## config.mk

```make
export PLATFORM = sky130hd
export DESIGN_NAME = rtdc_set_ctrl
export DESIGN_NICKNAME = d
export VERILOG_FILES = /design/src/rtl/rtdc_pkg.sv /design/src/rtl/bcd_field_adj.sv /design/src/rtl/rtdc_set_ctrl.sv
export SDC_FILE = /design/constraint.sdc
export NUM_CORES = 1
export LEC_CHECK = 0
export ABC_AREA = 1
export BUFFER_PORTS_ARGS = -buffer_cell sky130_fd_sc_hd__buf_4
export CAP_MARGIN = 20
export CELL_PAD_IN_SITES_DETAIL_PLACEMENT = 0
export CELL_PAD_IN_SITES_GLOBAL_PLACEMENT = 1
export CORE_UTILIZATION = 37
export DETAILED_ROUTE_END_ITERATION = 8
export GPL_ROUTABILITY_DRIVEN = 0
export PLACE_DENSITY = 0.73
export SLEW_MARGIN = 20
export SYNTH_ARGS = -nofsm -noshare
export SYNTH_HDL_FRONTEND = slang
export SYNTH_SLANG_ARGS = --single-unit
```

## constraint.sdc

```tcl
create_clock -name clk -period 1.8 [get_ports clk]
set_clock_uncertainty 0.15 [all_clocks]
set_input_delay 0.27 -clock clk [delete_from_list [all_inputs] [get_ports clk]]
set_output_delay 0.27 -clock clk [all_outputs]
set_load 0.02 [all_outputs]
```

## src/rtl/rtdc_pkg.sv

```systemverilog
// Shared types and constants for the RTDC time-set controller.
package rtdc_pkg;

  // Controller modes: running, editing hours, editing minutes, one-cycle load.
  typedef enum logic [1:0] {
    RUN     = 2'd0,
    SET_HR  = 2'd1,
    SET_MIN = 2'd2,
    COMMIT  = 2'd3
  } state_e;

  // BCD upper limits: hours 23 (24-hour mode), minutes 59.
  localparam logic [1:0] HR_LIM_T  = 2'd2;
  localparam logic [3:0] HR_LIM_U  = 4'd3;
  localparam logic [2:0] MIN_LIM_T = 3'd5;
  localparam logic [3:0] MIN_LIM_U = 4'd9;

  // Width of the idle-second counter; covers timeouts up to 255 s.
  localparam int IDLE_W = 8;

endpackage

```

## src/rtl/bcd_field_adj.sv

```systemverilog
// Two-digit BCD up/down register with parallel load and wrap in both
// directions. Up and down together hold the value.
module bcd_field_adj #(
  parameter int TW = 3
) (
  input  logic          clk,
  input  logic          rst,
  input  logic          i_load,
  input  logic [TW-1:0] i_load_t,
  input  logic [3:0]    i_load_u,
  input  logic          i_up,
  input  logic          i_down,
  input  logic [TW-1:0] i_max_t,
  input  logic [3:0]    i_max_u,
  output logic [TW-1:0] o_tens,
  output logic [3:0]    o_units
);

  logic [TW-1:0] r_t;
  logic [3:0]    r_u;
  logic [TW-1:0] w_t;
  logic [3:0]    w_u;

  // Next value: load has priority, then a single-direction step with wrap.
  always_comb begin
    w_t = r_t;
    w_u = r_u;
    if (i_load) begin
      w_t = i_load_t;
      w_u = i_load_u;
    end else if (i_up && !i_down) begin
      if (r_t == i_max_t && r_u >= i_max_u) begin
        w_t = '0;
        w_u = '0;
      end else if (r_u == 4'd9) begin
        w_t = r_t + TW'(1);
        w_u = '0;
      end else begin
        w_u = r_u + 4'd1;
      end
    end else if (i_down && !i_up) begin
      if (r_t == '0 && r_u == '0) begin
        w_t = i_max_t;
        w_u = i_max_u;
      end else if (r_u == '0) begin
        w_t = r_t - TW'(1);
        w_u = 4'd9;
      end else begin
        w_u = r_u - 4'd1;
      end
    end
  end

  // Digit registers.
  always_ff @(posedge clk or negedge rst) begin
    if (!rst) begin
      r_t <= '0;
      r_u <= '0;
    end else begin
      r_t <= w_t;
      r_u <= w_u;
    end
  end

  assign o_tens  = r_t;
  assign o_units = r_u;

endmodule

```

## src/rtl/rtdc_set_ctrl.sv

```systemverilog
// Time-set controller: sequences RUN -> SET_HR -> SET_MIN -> COMMIT from
// debounced buttons, abandons an idle edit after TIMEOUT_S ticks, and issues
// a one-cycle load of the edited BCD time.
module rtdc_set_ctrl
  import rtdc_pkg::*;
#(
  parameter int         TIMEOUT_S = 30,
  parameter logic [1:0] HR_MAX_T  = HR_LIM_T,
  parameter logic [3:0] HR_MAX_U  = HR_LIM_U
) (
  input  logic       clk,
  input  logic       rst,
  input  logic       tick_1hz,
  input  logic       btn_mode,
  input  logic       btn_inc,
  input  logic       btn_dec,
  input  logic [1:0] cur_hr_t,
  input  logic [3:0] cur_hr_u,
  input  logic [2:0] cur_min_t,
  input  logic [3:0] cur_min_u,
  output logic       run_en,
  output logic       load,
  output logic [1:0] ld_hr_t,
  output logic [3:0] ld_hr_u,
  output logic [2:0] ld_min_t,
  output logic [3:0] ld_min_u,
  output logic       sel_hr,
  output logic       sel_min,
  output logic       blink
);

  localparam logic [IDLE_W-1:0] TIMEOUT_V = IDLE_W'(TIMEOUT_S);

  state_e            r_state;
  state_e            w_state_next;
  logic              r_mode_q, r_inc_q, r_dec_q;
  logic              r_mode_e, r_inc_e, r_dec_e;
  logic [IDLE_W-1:0] r_idle;
  logic [IDLE_W-1:0] w_idle_next;
  logic              r_blink;
  logic              w_any_e;
  logic              w_in_set;
  logic              w_timeout;
  logic              w_up;
  logic              w_dn;

  // Registered rising-edge pulses; a held button yields one pulse.
  always_ff @(posedge clk or negedge rst) begin
    if (!rst) begin
      r_mode_q <= 1'b0;
      r_inc_q  <= 1'b0;
      r_dec_q  <= 1'b0;
      r_mode_e <= 1'b0;
      r_inc_e  <= 1'b0;
      r_dec_e  <= 1'b0;
    end else begin
      r_mode_q <= btn_mode;
      r_inc_q  <= btn_inc;
      r_dec_q  <= btn_dec;
      r_mode_e <= btn_mode & ~r_mode_q;
      r_inc_e  <= btn_inc & ~r_inc_q;
      r_dec_e  <= btn_dec & ~r_dec_q;
    end
  end

  assign w_any_e     = r_mode_e | r_inc_e | r_dec_e;
  assign w_in_set    = (r_state == SET_HR) || (r_state == SET_MIN);
  // A button edge wins over a coincident tick: the idle count clears.
  assign w_idle_next = w_any_e  ? '0 :
                       tick_1hz ? r_idle + IDLE_W'(1) : r_idle;
  assign w_timeout   = w_in_set && (w_idle_next == TIMEOUT_V);

  // Mode edge overrides any coincident adjust edge.
  assign w_up = r_inc_e & ~r_mode_e;
  assign w_dn = r_dec_e & ~r_mode_e;

  // State register.
  always_ff @(posedge clk or negedge rst) begin
    if (!rst) r_state <= RUN;
    else      r_state <= w_state_next;
  end

  // Next-state logic: mode edge advances, idle timeout abandons the edit.
  always_comb begin
    w_state_next = r_state;
    case (r_state)
      RUN:     if (r_mode_e) w_state_next = SET_HR;
      SET_HR:  if (r_mode_e) w_state_next = SET_MIN;
               else if (w_timeout) w_state_next = RUN;
      SET_MIN: if (r_mode_e) w_state_next = COMMIT;
               else if (w_timeout) w_state_next = RUN;
      COMMIT:  w_state_next = RUN;
      default: w_state_next = RUN;
    endcase
  end

  // Idle counter lives only inside an edit; zero everywhere else.
  always_ff @(posedge clk or negedge rst) begin
    if (!rst)                       r_idle <= '0;
    else if (w_in_set && !w_timeout) r_idle <= w_idle_next;
    else                            r_idle <= '0;
  end

  // Blink phase: cleared on any state change, toggles per tick while editing.
  always_ff @(posedge clk or negedge rst) begin
    if (!rst)                                     r_blink <= 1'b0;
    else if (!w_in_set || w_state_next != r_state) r_blink <= 1'b0;
    else if (tick_1hz)                            r_blink <= ~r_blink;
  end

  // Hour edit register: captures the running time on entry from RUN.
  bcd_field_adj #(.TW(2)) u_hr (
    .clk      (clk),
    .rst      (rst),
    .i_load   ((r_state == RUN) && r_mode_e),
    .i_load_t (cur_hr_t),
    .i_load_u (cur_hr_u),
    .i_up     ((r_state == SET_HR) && w_up),
    .i_down   ((r_state == SET_HR) && w_dn),
    .i_max_t  (HR_MAX_T),
    .i_max_u  (HR_MAX_U),
    .o_tens   (ld_hr_t),
    .o_units  (ld_hr_u)
  );

  // Minute edit register.
  bcd_field_adj #(.TW(3)) u_min (
    .clk      (clk),
    .rst      (rst),
    .i_load   ((r_state == RUN) && r_mode_e),
    .i_load_t (cur_min_t),
    .i_load_u (cur_min_u),
    .i_up     ((r_state == SET_MIN) && w_up),
    .i_down   ((r_state == SET_MIN) && w_dn),
    .i_max_t  (MIN_LIM_T),
    .i_max_u  (MIN_LIM_U),
    .o_tens   (ld_min_t),
    .o_units  (ld_min_u)
  );

  assign run_en  = (r_state == RUN);
  assign load    = (r_state == COMMIT);
  assign sel_hr  = (r_state == SET_HR);
  assign sel_min = (r_state == SET_MIN);
  assign blink   = r_blink;

endmodule

```

==> impl_metrics.json, run 1 <==
{
  "run_status": "finished with violations",
  "failed_checks": "negative setup slack",
  "cp_max_fo": 2,
  "hp-class": "input port to register",
  "layout-drive-gt1-share_pct": 48.7,
  "place_area_mm2": 0.00296,
  "min_from": "cur_min_t[1]",
  "period_needed_ps": 1870,
  "yosys.area_share.xor_xnor_pct": 1.60,
  "crit_path_start_kind": "register",
  "syn_area_per_cell_um2": 7.61,
  "grtUsageTotal_pct": 20.4,
  "stdcell_area_mm2": 0.00350,
  "syn_area_mm2": 0.00219,
  "ys_types": 37,
  "slew_viol_final": 0,
  "grt_pass1_vias": 2200,
  "rows": 27,
  "numCtsBuffers": 5,
  "final_hold_viol_count": 0,
  "die_h_um": 79.0,
  "synth_cells": 288,
  "grt-ovfl-total": 0,
  "finalSetupViolations": 8,
  "drv_cap": 0,
  "hold_end": "u_min.o_tens[1]",
  "coreArea_mm2": 0.00561,
  "drtIter0Drc": 47,
  "diodes": 0,
  "ant_nets": 0,
  "r2r_cells": 12,
  "yosysSeqAreaShare_pct": 34.2,
  "regArea_um2": 752,
  "irDropWorstVdd_uv": 947,
  "yosys_warnings": 0,
  "io-pin-count": 37,
  "syn_to_final_growth_pct": 59.5,
  "antenna_found_initial": 0,
  "fill_cells": 504,
  "remaining_drc_errors": 0,
  "worstPathRequired_ps": 1850,
  "synth_compound_area_share_pct": 16.6,
  "setup.worst_path.class": "register to register",
  "worst_r2r_endpoint": "blink",
  "grt_start_max_net_pins": 31,
  "cts-root-buf": "clkbuf_8",
  "wire_per_inst_um": 13.5,
  "leakagePower_uw": 0.00164,
  "layout_setup_ws_ps": -74.0,
  "synthesis.nets": 324,
  "fin_nets": 421,
  "max_freq_mhz": 534,
  "synthMuxAreaShare_pct": 0,
  "grt_pass1_wl_um": 9910,
  "dp_hpwl_um": 4380,
  "port_buffers": 36,
  "hold_depth": 3,
  "routed_wl_um": 6200,
  "clock_sinks": 30,
  "clkTransAtPathRegs_ps": 80,
  "maxSlewHeadroom_pct": 71.9,
  "fin_util_pct": 62.3,
  "synth-simple-area-share_pct": 29.9,
  "setup.worst_path.end_class": "register",
  "clockBufferDepth": 2,
  "die_x_um": 79.0,
  "multi_input_area_mm2": 0.00158,
  "r2r_setup_slack_ps": -70,
  "vias_per_cell": 4.98,
  "arrival_ps": 1920,
  "tns_ps": -177,
  "synthAdderAreaFrac_pct": 9.70,
  "die_area_mm2": 0.00624,
  "start_util_pct": 39.1,
  "clk_latency_ps": 300,
  "rsz0062_at_grt": "true",
  "first_pass_iters": 6,
  "worstReg2RegStart": "r_idle[1]",
  "tightest_slew_ps": 414,
  "power.density_mw_per_mm2": 1490,
  "ys_seq_elements": 30,
  "synth_top_family_by_area": "simple AND/OR/NAND/NOR gates",
  "cts_tree": "done",
  "htree_levels": 2,
  "fin_crit_sh_pct": 104,
  "vias": 2282
}
-- metal layers --
| layer | vias to the layer above | track usage, % | routed length (um) | part of all wire (%) |
|---|---|---|---|---|
| li1 | 1160 | - | - | - |
| met3 | 10 | 3.91 | 214 | 3.4 |
| met5 | - | 0 | 0 | 0 |
| met2 | 44 | 32.6 | 2940 | 47 |
| met4 | 0 | 7.09 | 109 | 1.8 |
| met1 | 1068 | 27.5 | 2940 | 47 |
-- worst max-delay path by stage --
stage                          start               to  slack, ps
after CTS                 r_state[0]  u_min.o_tens[2]        -20
after floorplan           r_state[1]   u_hr.o_tens[1]        -70
final                      r_idle[1]            blink        -70
after detailed placement  r_state[1]   u_hr.o_tens[0]       -110
after global placement    r_state[1]   u_hr.o_tens[0]        -50
after global routing       r_idle[0]            blink       -210
-- stage by stage --
stage / instances / hold slack (ps) / total power (uW) / worst slack [ps]
finish: 458 / 93.4 / 5200 / -74.0
detailed placement: 436 / 85.3 / 3790 / -106
global route: 458 / 113 / 5570 / -208
global placement: 436 / 88.2 / 3790 / -51.7
CTS: 455 / 87.5 / 4890 / -22.9
floorplan: 288 / -176 / 2700 / -67.5
-- critical path, cell delays in order (launching register included) --
cell and delay [ps]:
dfrtp_1 390, ha_1 290, nand2_1 60, nand2_2 70, nand3_2 100, nor2_4 140, nand3_2 100, nor2_4 130
nand3_2 90, nand2_2 90, nand3_2 70, nand3_2 60, nor2_2 30
-- kinds of logic (layout without fill, tap and decap cells) --
kind of cell    count (synthesis)  count (layout)
compound gates                 59              59
buf+inv                        45             143
flops                          30              30
xor+xnor                        4               4
simple gates                  133             133
fa+ha+maj                      17              17
-- timing repair --
| item | in CTS | in global routing |
|---|---|---|
| pin swaps | 14 | 25 |
| buffers inserted | 7 | 3 |
| hold buffers | 4 | 0 |
| resized for setup | 21 | 56 |
| endpoints found under the hold margin | 33 | 0 |
| setup endpoints to repair | 17 | 21 |
-- cell type report --
type | count | share of cell area, %
multi-input combinational | 213 | 45.2
sequential | 30 | 21.5
timing repair buffer | 92 | 21.5
inverter | 43 | 5.12
tap | 72 | 2.58
clock buffer | 6 | 2.36
clock inverter | 2 | 1.72
-- layout by cell type (no fill, tap or decap), types with 2 or more instances in the layout --
cell type	Yosys	layout
buf_4	1	79
nand2_1	47	36
inv_1	38	30
dfrtp_1	30	29
nor2_1	30	19
nor2_2	9	14
nand2_2	11	14
ha_1	17	13
nand3_1	20	12
nand3_2	5	10
o21ai_1	2	9
a21oi_1	11	8
inv_2	4	7
nand2_4	0	7
buf_6	0	7
nor2_4	0	6
o21ai_0	18	6
o211ai_1	6	6
clkbuf_8	0	6
o21ai_2	1	5
inv_4	0	5
xor2_1	4	4
nor3_2	3	4
ha_4	0	4
dlygate4sd3_1	0	4
nand3_4	0	3
o22ai_1	4	3
a31oi_1	3	3
nand4_1	3	3
a21oi_2	0	3
o21bai_1	2	2
o31ai_1	3	2
nor3_1	3	2
bufinv_16	0	2
buf_12	0	2
-- synth_stat cells --
master | instances | area, um^2
nand2_1 | 47 | 176
inv_1 | 38 | 143
dfrtp_1 | 30 | 751
nor2_1 | 30 | 113
nand3_1 | 20 | 100
o21ai_0 | 18 | 90.1
ha_1 | 17 | 213
a21oi_1 | 11 | 55.1
nand2_2 | 11 | 68.8
nor2_2 | 9 | 56.3
o211ai_1 | 6 | 45.0
nand3_2 | 5 | 50.1
inv_2 | 4 | 15.0
o22ai_1 | 4 | 25.0
xor2_1 | 4 | 35.0
a31oi_1 | 3 | 18.8
nand4_1 | 3 | 18.8
nor3_1 | 3 | 15.0
nor3_2 | 3 | 30.0
o31ai_1 | 3 | 22.5
o21ai_1 | 2 | 10.0
o21bai_1 | 2 | 15.0
a211oi_1 | 1 | 7.51
a21boi_1 | 1 | 7.51
a22oi_1 | 1 | 7.51
a31o_2 | 1 | 8.76
a41oi_1 | 1 | 8.76
buf_4 | 1 | 7.51
clkbuf_1 | 1 | 3.75
clkinv_2 | 1 | 5.00
nand3b_1 | 1 | 7.51
nor2_8 | 1 | 20.0
o21a_1 | 1 | 7.51
o21ai_2 | 1 | 8.76
o221ai_1 | 1 | 8.76
o2bb2ai_1 | 1 | 8.76
o311ai_0 | 1 | 8.76
-- report_power, final --
| group | internal [uW] | switching (uW) | total [uW] |
|---|---|---|---|
| clock | 591 | 299 | 890 |
| combinational | 1460 | 1780 | 3240 |
| sequential | 861 | 212 | 1070 |
-- sequential cells by signal (all words and copies together), names as in the netlist --
signal and flops:
r_mode_e 1, r_inc_q 1, u_min.o_units 4, r_idle 8, r_mode_q 1, u_hr.o_units 4, r_state 2, r_inc_e 1
r_dec_e 1, u_min.o_tens 3, blink 1, u_hr.o_tens 2, r_dec_q 1
Power figures use the tool's default switching activity.
==> run 2, diff against run 1 <==
CORE_MARGIN = 4   (was default)
==> impl_metrics.json, run 2 (same netlist as run 1, synthesis figures left out) <==
{
  "hold_depth": 3,
  "highest_layer": "met4",
  "layout-drive-gt1-share_pct": 45.3,
  "crit_path_start_kind": "register",
  "port_buffers": 36,
  "grt_pass1_wl_um": 9960,
  "stdcell_area_mm2": 0.00343,
  "ant_nets": 0,
  "power.density_mw_per_mm2": 1480,
  "largest_register_ffs": 8,
  "place_area_mm2": 0.00297,
  "drv_cap": 0,
  "leakagePower_uw": 0.00161,
  "layout_setup_ws_ps": -39.0,
  "cts-root-buf": "clkbuf_8",
  "r2r_cells": 12,
  "grt_start_max_net_pins": 31,
  "coreArea_mm2": 0.00564,
  "slew_viol_final": 0,
  "dp_hpwl_um": 4420,
  "arrival_ps": 1870,
  "htree_levels": 2,
  "worst_r2r_endpoint": "blink",
  "hp-class": "input port to register",
  "die_x_um": 85.0,
  "drtIter0Drc": 111,
  "setup.worst_path.class": "register to register",
  "cts_tree": "done",
  "die_area_mm2": 0.00722,
  "fin_util_pct": 60.8,
  "failed_checks": "negative setup slack",
  "grt-ovfl-total": 0,
  "regMostFlops": "r_idle",
  "max_freq_mhz": 544,
  "diodes": 0,
  "clkTransAtPathRegs_ps": 70,
  "fin_nets": 421,
  "maxSlewHeadroom_pct": 72.5,
  "r2r_setup_slack_ps": -40,
  "wl_met1_um": 2810,
  "grtUsageTotal_pct": 16.9,
  "final_common_cell": "buf_4",
  "wl_met3_um": 236,
  "dp_worst_setup_slack_ps": -95.8,
  "finalSetupViolations": 8,
  "syn_to_final_growth_pct": 56.5,
  "min_from": "cur_min_u[0]",
  "grt_pass1_vias": 2166,
  "wire_per_inst_um": 13.1,
  "worstPathRequired_ps": 1830,
  "irDropWorstVdd_uv": 813,
  "final_cell_mix": "buf_4 (78), nand2_1 (40), inv_1 (30)",
  "routed_wl_um": 5980,
  "rsz0062_at_grt": "true",
  "clk_latency_ps": 290,
  "die_h_um": 85.0,
  "setup.worst_path.end_class": "register",
  "period_needed_ps": 1840,
  "route.met2.wl_um": 2860,
  "vias": 2248,
  "cp_max_fo": 2,
  "vias_per_cell": 4.91,
  "fin_crit_sh_pct": 102,
  "first_pass_iters": 4,
  "final_hold_viol_count": 0,
  "remaining_drc_errors": 0,
  "start_util_pct": 38.9,
  "rows": 27,
  "numCtsBuffers": 5,
  "io-pin-count": 37,
  "clockBufferDepth": 2,
  "worstReg2RegStart": "r_idle[0]",
  "antenna_found_initial": 0,
  "hold_end": "u_min.o_units[0]",
  "clock_sinks": 30,
  "fill_cells": 494,
  "run_status": "finished with violations",
  "tightest_slew_ps": 412
}
[run 2: changes by cell type in the layout (fill, tap and decap cells not counted), sizes merged]
cell | previous run | this run
clkinv | 1 | 0
inv | 42 | 43
[run 2: what timing repair did]
item | 4_1_cts | 5_1_grt
buffers inserted | 5 | 4
endpoints found under the setup margin | 16 | 23
hold buffers | 4 | 0
pin swaps | 7 | 16
endpoints found under the hold margin | 33 | 0
resized for setup | 12 | 46
[run 2: how the worst max path moves through the flow]
stage | start | slack, ps | cells after the start | to
floorplan | r_state[1] | -70 | 11 | u_hr.o_tens[1]
global placement | r_state[1] | -50 | 9 | u_hr.o_tens[0]
finish | r_idle[0] | -40 | 12 | blink
CTS | r_idle[0] | -50 | 12 | blink
global route | r_idle[1] | -200 | 10 | blink
detailed placement | r_state[1] | -100 | 9 | u_hr.o_tens[0]
[run 2: critical path, stage by stage (launching register included)]
cell     delay [ps]
dfrtp_1         390
ha_1            280
nand2_1          50
nand2_1          80
nand3_1          90
nor2_2          130
nand3_2         100
nor2_4          100
nand3_2         100
nand2_2          90
nand3_2          70
nand3_2          80
nor2_2           30
[run 2: layout make-up]
type / instances / area (um^2) / share of cell area, %
inverter: 43 / 174 / 5.07
multi-input combinational: 213 / 1500 / 43.8
tap: 72 / 90.1 / 2.63
clock inverter: 2 / 60.1 / 1.75
clock buffer: 6 / 82.6 / 2.41
sequential: 30 / 752 / 21.9
timing repair buffer: 92 / 768 / 22.4
[run 2: layer usage]
metal,vias to the layer above,GRT usage [%]
met5,-,0
met4,0,4.75
met3,8,3.69
met2,36,27.4
met1,1047,22.6
li1,1157,-
[run 2: metrics by stage]
step	setup TNS (ps)	power (uW)	cells	hold slack [ps]
after floorplan	-253	2700	288	-176
after global routing	-2050	5470	458	88.0
after CTS	-81.2	4850	454	78.8
final	-164	5070	458	74.3
after detailed placement	-317	3770	437	82.0
after global placement	-120	3780	437	83.6
[run 2: where the power goes]
part           leakage, uW  internal (uW)  total (uW)  switching, uW
Sequential        0.000374            861        1050            190
Combinational      0.00117           1460        3140           1680
Clock            0.0000714            591         878            287
Total              0.00161           2910        5070           2150
